==> src/rtl/input_debouncer.sv <==
// rtl/input_debouncer.sv - synchronizer plus stability-counter debouncer with edge strobes
//
// Purpose: turns a raw asynchronous level into a clean synchronous bit. A
// SYNC_STAGES-deep flop chain removes metastability. A new level must then be
// seen on DEBOUNCE_CYCLES consecutive evaluations before it is accepted.
//
// Ports:
//   clk         rising-edge clock
//   rst_l       asynchronous active-low reset
//   din_raw     raw, unsynchronized input level
//   d           debounced, synchronized level
//   rise_pulse  one-cycle strobe, asserted in the cycle d first shows 1
//   fall_pulse  one-cycle strobe, asserted in the cycle d first shows 0
//   busy        a candidate level change is being qualified
module input_debouncer #(
    parameter int   SYNC_STAGES     = 2,
    parameter int   DEBOUNCE_CYCLES = 4,
    parameter logic RESET_VAL       = 1'b0
) (
    input  logic clk,
    input  logic rst_l,
    input  logic din_raw,
    output logic d,
    output logic rise_pulse,
    output logic fall_pulse,
    output logic busy
);

    localparam int CNT_W = $clog2(DEBOUNCE_CYCLES + 1);
    localparam logic [CNT_W-1:0] CNT_LAST = CNT_W'(DEBOUNCE_CYCLES - 1);
    localparam logic [CNT_W-1:0] CNT_ONE  = CNT_W'(1);

    typedef enum logic {
        STABLE  = 1'b0,
        PENDING = 1'b1
    } state_t;

    logic [SYNC_STAGES-1:0] sync_q;
    logic                   s;
    state_t                 state, state_n;
    logic [CNT_W-1:0]       cnt, cnt_n;
    logic                   d_q, d_n;
    logic                   rise_q, rise_n;
    logic                   fall_q, fall_n;
    logic                   busy_q;

    assign s = sync_q[SYNC_STAGES-1];

    always_ff @(posedge clk or negedge rst_l) begin
        if (!rst_l) begin
            sync_q <= {SYNC_STAGES{RESET_VAL}};
            state  <= STABLE;
            cnt    <= '0;
            d_q    <= RESET_VAL;
            rise_q <= 1'b0;
            fall_q <= 1'b0;
            busy_q <= 1'b0;
        end else begin
            sync_q <= {sync_q[SYNC_STAGES-2:0], din_raw};
            state  <= state_n;
            cnt    <= cnt_n;
            d_q    <= d_n;
            rise_q <= rise_n;
            fall_q <= fall_n;
            busy_q <= (state_n == PENDING);
        end
    end

    always_comb begin
        state_n = state;
        cnt_n   = cnt;
        d_n     = d_q;
        rise_n  = 1'b0;
        fall_n  = 1'b0;
        case (state)
            STABLE: begin
                cnt_n = '0;
                if (s != d_q) begin
                    // A one-cycle qualification window accepts the new level
                    // on the very first evaluation, so PENDING is never entered.
                    if (DEBOUNCE_CYCLES == 1) begin
                        d_n    = s;
                        rise_n = s;
                        fall_n = !s;
                    end else begin
                        state_n = PENDING;
                        cnt_n   = CNT_ONE;
                    end
                end
            end
            PENDING: begin
                if (s == d_q) begin
                    // Level fell back before qualifying: treat as a glitch.
                    state_n = STABLE;
                    cnt_n   = '0;
                end else if (cnt == CNT_LAST) begin
                    state_n = STABLE;
                    cnt_n   = '0;
                    d_n     = s;
                    rise_n  = s;
                    fall_n  = !s;
                end else begin
                    cnt_n = cnt + CNT_ONE;
                end
            end
            default: begin
                state_n = STABLE;
                cnt_n   = '0;
            end
        endcase
    end

    assign d          = d_q;
    assign rise_pulse = rise_q;
    assign fall_pulse = fall_q;
    assign busy       = busy_q;

endmodule

==> config.mk <==
export PLATFORM = sky130hd
export DESIGN_NAME = input_debouncer
export DESIGN_NICKNAME = d
export VERILOG_FILES = /design/src/rtl/input_debouncer.sv
export SDC_FILE = /design/constraint.sdc
export NUM_CORES = 1
export LEC_CHECK = 0
export ABC_AREA = 1
export CORE_AREA = 4 4 41 43
export DETAILED_ROUTE_END_ITERATION = 16
export DIE_AREA = 0 0 45 47
export GPL_TIMING_DRIVEN = 0
export PLACE_DENSITY = 0.54
export SYNTH_ARGS = -nofsm -noshare
export SYNTH_HDL_FRONTEND = slang
export SYNTH_SLANG_ARGS = --single-unit
==> constraint.sdc <==
create_clock -name clk -period 1.3 [get_ports clk]
set_clock_uncertainty 0.2 [all_clocks]
set_input_delay 0.26 -clock clk [delete_from_list [all_inputs] [get_ports clk]]
set_output_delay 0.26 -clock clk [all_outputs]
set_load 0.03 [all_outputs]
==> results of run 1 <==
[cell usage in the layout, fill, tap and decap left out, drive strengths merged]
master,n
dfrtp,9
nand2,7
buf,7
inv,6
nor2,5
clkbuf,4
clkdlybuf4s50,2
nand3,1
or2,1
o21ai,1
ha,1
[worst min path at each step]
stage                     depth (start not counted)         to       from
after floorplan                                   0       busy      rst_l
after detailed placement                          0  sync_q[1]  sync_q[0]
final                                             1     cnt[0]      rst_l
after global placement                            0  sync_q[1]  sync_q[0]
after global routing                              1     cnt[1]      rst_l
after CTS                                         1     cnt[0]      rst_l
[cells by family (layout without fill, tap and decap cells)]
logic type	Yosys count	in the layout
DFF	9	9
and+or+nand+nor	14	14
adders and majority gates	1	1
buffers and inverters	6	19
AOI/OAI and AO/OA	1	1
[per-stage QoR]
| step | util [%] | hold WS, ps | instance area (um2) |
|---|---|---|---|
| 3_5_place_dp | 31.2 | 138 | 405 |
| 4_1_cts | 32.3 | 102 | 420 |
| 6_report | 34.4 | 95.4 | 448 |
| 2_1_floorplan | - | -236 | 327 |
| 5_1_grt | 34.4 | 110 | 448 |
| 3_3_place_gp | 31.2 | 134 | 405 |
[timing repair]
action,4_1_cts,5_1_grt
setup endpoints to repair,4,2
resized for setup,23,2
setup buffers,0,3
gates cloned,0,0
[registers in the layout (all words and copies together), names as in the netlist]
name and cells:
d 1, fall_pulse 1, busy 1, sync_q 2, rise_pulse 1, cnt 3
[synthesized netlist by cell type (all sizes together)]
library cell | n | area, um2
inv | 6 | 22.5
o21ai | 1 | 5.00
or2 | 1 | 6.26
dfrtp | 9 | 225
nand3 | 1 | 10.0
ha | 1 | 12.5
nor2 | 5 | 18.8
nand2 | 7 | 26.3
[layer usage]
metal  global-route usage (%)  part of all wire, %  vias up
li1                         -                    -      117
met3                     3.45                  7.7        0
met4                     7.02                    0        0
met1                     7.51                   45      104
met2                     9.04                   48        6
met5                        0                    0        -
[power groups by stage]
stage	registers [mW]	logic [mW]	clock network (mW)
after floorplan	0.425	0.0889	0
after global placement	0.376	0.223	0
after detailed placement	0.376	0.224	0
after CTS	0.373	0.220	0.221
after global routing	0.382	0.324	0.233
final	0.373	0.287	0.211
[area by class of cell]
cell class | instances | area share (%)
Sequential cell | 9 | 50.6
Tap cell | 15 | 4.19
Inverter | 6 | 5.03
Timing Repair Buffer | 9 | 16.8
Clock buffer | 4 | 5.87
Multi-Input combinational cell | 16 | 17.6
==> summary.md, run 1 <==
| Metric | Value |
|---|---|
| Outcome | finished clean |
| Die X | 45 um |
| CTS tree | done |
| Ports placed on the boundary | 7 |
| Static Leakage | 0.240 nW |
| Worst setup path endpoint | busy |
| Total inserted antenna cells | 0 |
| Setup slack after layout | ~15 ps |
| Internal power consumption | ~0.59 mW |
| Crit path max-delay cell type | sky130_fd_sc_hd__dfrtp_2 |
| Mux cell area share after synthesis | 0% |
| Final Hold Violating Endpoints | 0 |
| Class of the worst hold path | in -> async |
| VDD IR max | approximately 0.87 mV |
| Adder-cell area share of the yosys netlist | 3.83% |
| XOR/XNOR Fraction of Synth Area | 0% |
| Number of vias per cell after detailed routing | a little under 4 |
| Depth of the critical timing path with buffers and inverters included | 1 |
| Proportion of layout cells with a drive suffix above 1 | between 20% and 30% |
| Clock insertion delay at the later pin of the skew report | about 260 ps |
| Layout fillers | 145 |
| Max-Slew Margin vs Limit | between 70 and 80% |
| Clock transition at path regs | 60 ps |
| Period utilization | a little over nine tenths |
| Global routing usage summed across all routing layers | 6.79% |
| Starting DRT DRC Count | 1 |
| Launch point of the critical path | busy |
| Average instance area after synthesis | approximately 11 um2 |
| Post-Route Setup TNS | 0 ps |
| Placement-stage worst setup slack | -234 ps |
| Total placed cells including tap cells | 52 |
| Final Setup Violations | 0 |
| Number of rows in the core area | 13 |
| Antenna violation net count after detailed routing | 0 |
| Switching share of total power | between 30% and 40% |
| Final global-route overflow total | 0 |
| YS warnings | 0 |
| Arrival time at the worst endpoint | roughly 830 ps |
| Multi-input combinational cell area | approximately 79 um2 |
| Number of DRC violations after detailed routing | 0 |
| R2R depth | 3 |
| Synth Cell Area | about 330 um2 |
| Area Overhead vs Synth | 37.2% |
| Seq/Total Area, Yosys | 69.0% |
| Buffers on Ports | 6 |
| Number of standard cells in the layout, taps in and fillers out | roughly 60 |
| Fraction of power consumed by sequential logic | a little over two fifths |
| Crit path max fanout | 3 |
| Average detailed-routed wire length per instance | about 8.6 um |
| Final wirelength | 507 um |
| Number of max-cap violations | 0 |
| Critical path capture point type | output pin |
| Cell breakdown of the critical path | buf_6 |
| Highest cell delay on the worst timing path | ~430 ps |
| DPL Wire Length | ~340 um |
| Number of buffers created by CTS | 3 |
| Final GP Congestion | ~0.68 |
| Largest delay share family, worst path | flip-flops |
| Starting utilization of the core area | about 25% |
| Global-route wire length before repair | between 900 and 1000 um |
| Upper clock frequency limit | between 0.7 and 0.8 GHz |
| Number of buffers inserted for hold repair after clock tree synthesis | 0 |
| Logic pwr share | around a third |
| Crit start category | flop |
| Post-synthesis compound-gate area fraction | 1.53% |
| Via count of the first global-routing pass | approximately 240 |
| Worst-margin pin slew | 401 ps |
| Fin crit period | 1290 ps |
| Antenna violations before repair | 0 |
| Simple-gate portion of the synthesized area | 18.8% |
| Worst reg2reg startpoint | cnt[0] |
| Number of synthesized register bits | 9 |
| Cell at the root of the clock tree | sky130_fd_sc_hd__clkbuf_4 |
| Number of buffers between clock root and the deepest sink | 2 |
| Count of TritonRoute iterations in the first routing pass | 2 |
| Clock sinks | 9 |
| Dominant combinational cell family by area after synthesis | simple AND/OR/NAND/NOR gates |
| Count of H-tree levels built during CTS | 1 |
| Power per Cell Area | 1950 nW/um2 |
| Unrepaired setup endpoints after global routing | true |
| Flop-to-flop setup slack | between 100 and 150 ps |
| Pin count of the biggest net entering global routing | 10 |
| Area of the placeable core | between 1000 and 1500 um2 |
| Critical setup path kind | reg -> out |
| Synthesized net count | 35 |
| Endpoint required time on the critical path | roughly 840 ps |
| Count of buffering cells on the critical path with inverters included | 1 |
| Sw Pwr | about 0.28 mW |
| DIE HEIGHT | 47 um |
| Clk pwr share | about a quarter |
| Net count, final | 49 |
| Total via count after detailed routing | approximately 230 |
| Endpoint of the worst-slack reg-to-reg timing path | cnt[2] |
| Gate count of the mapped netlist | 31 |
| Sequential cell area in the final layout | roughly 230 um2 |
| Distinct cells, synth | 9 |
| Total chip power | about 0.87 mW |
| Die area | roughly 2100 um2 |
| Final Max Slew Viols | 0 |
(Power assumes the default switching activity.)
==> run 2, diff against run 1 <==
--- a/config.mk
+++ b/config.mk
@@ -9,7 +9,6 @@
 export CORE_AREA = 4 4 41 43
 export DETAILED_ROUTE_END_ITERATION = 16
 export DIE_AREA = 0 0 45 47
-export GPL_TIMING_DRIVEN = 0
 export PLACE_DENSITY = 0.54
 export SYNTH_ARGS = -nofsm -noshare
 export SYNTH_HDL_FRONTEND = slang
==> summary.md, run 2 (same netlist as run 1, synthesis figures left out) <==
| Metric | Value |
|---|---|
| Outcome | finished clean |
| Class of the worst hold path | in -> async |
| Buffers on Ports | 6 (unchanged) |
| Via count of the first global-routing pass | 234 (-4.1%) |
| Area of the placeable core | 1300 um2 (unchanged) |
| Total placed cells including tap cells | 53 (+1.9%) |
| R2R depth | 3 (unchanged) |
| Number of buffers created by CTS | 3 (unchanged) |
| Starting DRT DRC Count | 4 (+3) |
| Die area | 2120 um2 (unchanged) |
| Area Overhead vs Synth | 38.7% |
| Critical path capture point type | output pin |
| Commonest non-fill, non-tap cells in the layout | sky130_fd_sc_hd__dfrtp_1, sky130_fd_sc_hd__nand2_1, sky130_fd_sc_hd__inv_1, sky130_fd_sc_hd__nor2_1, sky130_fd_sc_hd__buf_4 |
| Number of rows in the core area | 13 (unchanged) |
| Crit start category | flop |
| Starting utilization of the core area | 25.1% (unchanged) |
| Pin count of the biggest net entering global routing | 10 (unchanged) |
| Endpoint required time on the critical path | 840 ps (about the same) |
| Worst-case hold slack | 70.3 ps (-25.2 ps) |
| Clock transition at path regs | 60 ps (about the same) |
| Number of standard cells in the layout, taps in and fillers out | 59 (unchanged) |
| Global routing usage summed across all routing layers | 6.63% (-0.16 points) |
| Most frequent standard cell in the layout excluding fill and tap cells | sky130_fd_sc_hd__dfrtp_1 |
| CTS tree | done |
| Crit path max-delay cell type | sky130_fd_sc_hd__dfrtp_1 |
| Biggest register | cnt |
| Switching share of total power | 33.3% (+0.86 points) |
| Period utilization | 96.5% (-2.4 points) |
| Number of buffers between clock root and the deepest sink | 2 (unchanged) |
| Average detailed-routed wire length per instance | 8.07 um (-6.1%) |
| Arrival time at the worst endpoint | 790 ps (-40 ps) |
| Internal power consumption | 0.573 mW (-2.8%) |
| Antenna violation net count after detailed routing | 0 (unchanged) |
| Largest delay share family, worst path | flip-flops |
| Sw Pwr | 0.286 mW (+1.1%) |
| Clk pwr share | 25.2% (+1.0 points) |
| Critical setup path kind | reg -> out |
| Final Setup Violations | 0 (unchanged) |
| Global-route wire length before repair | 897 um (-5.1%) |
| Crit path max fanout | 2 (-1) |
| VDD IR max | 0.666 mV (-23%) |
| Largest register FFs | 3 (unchanged) |
| Count of H-tree levels built during CTS | 1 (unchanged) |
| Depth of the critical timing path with buffers and inverters included | 1 (unchanged) |
| Final Max Slew Viols | 0 (unchanged) |
| Post-Route Setup TNS | 0 ps (unchanged) |
| Number of vias per cell after detailed routing | 3.81 (-0.88%) |
| Proportion of layout cells with a drive suffix above 1 | 29.5% (unchanged) |
| Clock insertion delay at the later pin of the skew report | 260 ps (about the same) |
| Final global-route overflow total | 0 (unchanged) |
| Number of max-cap violations | 0 (unchanged) |
| Logic pwr share | 32.5% (-0.5 points) |
| Power per Cell Area | 1900 nW/um2 (-2.6%) |
| Max-Slew Margin vs Limit | 92.7% (+20 points) |
| Final wirelength | 476 um (-6.1%) |
| Fin crit period | 1250 ps (-30.9 ps) |
| Highest cell delay on the worst timing path | 390 ps (-40 ps) |
| Die X | 45 um (unchanged) |
| Worst-margin pin slew | 109 ps (-292 ps) |
| Unrepaired setup endpoints after global routing | false |
| Layout fillers | 148 (+2.1%) |
| Final GP Congestion | 0.685 (+0.65%) |
| Clock sinks | 9 (unchanged) |
| Net count, final | 49 (unchanged) |
| Number of DRC violations after detailed routing | 0 (unchanged) |
| Count of buffering cells on the critical path with inverters included | 1 (unchanged) |
| DIE HEIGHT | 47 um (unchanged) |
| Final Hold Violating Endpoints | 0 (unchanged) |
| Upper clock frequency limit | 0.797 GHz (+2.5%) |
| Registers with the most flip-flops | cnt (3), sync_q (2) |
| Total inserted antenna cells | 0 (unchanged) |
| Cell at the root of the clock tree | sky130_fd_sc_hd__clkbuf_4 |
| Count of TritonRoute iterations in the first routing pass | 2 (unchanged) |
| Fraction of power consumed by sequential logic | 42.3% (-0.5 points) |
| Ports placed on the boundary | 7 (unchanged) |
| Static Leakage | 0.243 nW (+1.4%) |
| DPL Wire Length | 363 um (+6.3%) |
| Total via count after detailed routing | 225 (-0.88%) |
| Antenna violations before repair | 0 (unchanged) |
| Cell breakdown of the critical path | buf_6 |
==> run 2: changes by cell type in the layout (fill, tap and decap cells not counted), sizes merged <==
cell	change
clkbuf	-1
clkinv	+1
==> run 2: worst register-to-register path, cell delays in order (launching register included) <==
cell and delay (ps):
sky130_fd_sc_hd__dfrtp_1 390, sky130_fd_sc_hd__ha_1 220, sky130_fd_sc_hd__or2_1 220, sky130_fd_sc_hd__nor2_1 90
==> run 2: path summary, 6_finish.rpt <==
check,start,to,slack [ps]
max,busy,busy,50
min,rst_l,cnt[0],70
max reg2reg,cnt[0],cnt[2],120
min reg2reg,sync_q[0],sync_q[1],150
max in group asynchronous,rst_l,cnt[2],700
min in group clk,sync_q[0],sync_q[1],150
==> run 2: area by class of cell <==
| cell class | count | area (um2) | share of cell area (%) |
|---|---|---|---|
| Clock buffer | 3 | 22.5 | 4.97 |
| Clock inverter | 1 | 5.00 | 1.10 |
| Inverter | 6 | 22.5 | 4.97 |
| Multi-Input combinational cell | 16 | 78.8 | 17.4 |
| Sequential cell | 9 | 225 | 49.7 |
| Tap cell | 15 | 18.8 | 4.14 |
| Timing Repair Buffer | 9 | 80.1 | 17.7 |
==> run 2: through the flow <==
step / util (%) / worst slack [ps] / total power [mW] / area, um2
final: 34.8 / 45.6 / 0.858 / 453
after global placement: 31.0 / 151 / 0.592 / 403
after detailed placement: 31.0 / 127 / 0.595 / 403
after CTS: 34.2 / 23.5 / 0.850 / 445
after floorplan: - / 152 / 0.514 / 327
after global routing: 34.8 / 14.1 / 0.928 / 453
==> run 2: layer usage <==
| metal | GRT usage [%] | vias up | part of all wire (%) |
|---|---|---|---|
| met2 | 7.91 | 8 | 38 |
| li1 | - | 117 | - |
| met5 | 0 | - | 0 |
| met4 | 8.77 | 0 | 4.4 |
| met3 | 3.45 | 2 | 8.0 |
| met1 | 7.28 | 98 | 49 |
==> run 2: what timing repair did <==
item,in CTS,in global routing
endpoints found under the setup margin,2,2
cloned,0,0
setup buffers,2,0
hold buffers,0,0
gates resized for setup,0,2
==> run 2: power groups by stage <==
stage / logic, mW / registers, mW / clock network (mW)
finish: 0.279 / 0.363 / 0.216
global route: 0.316 / 0.371 / 0.241
CTS: 0.267 / 0.358 / 0.225
detailed placement: 0.217 / 0.378 / 0
global placement: 0.217 / 0.375 / 0
floorplan: 0.0889 / 0.425 / 0
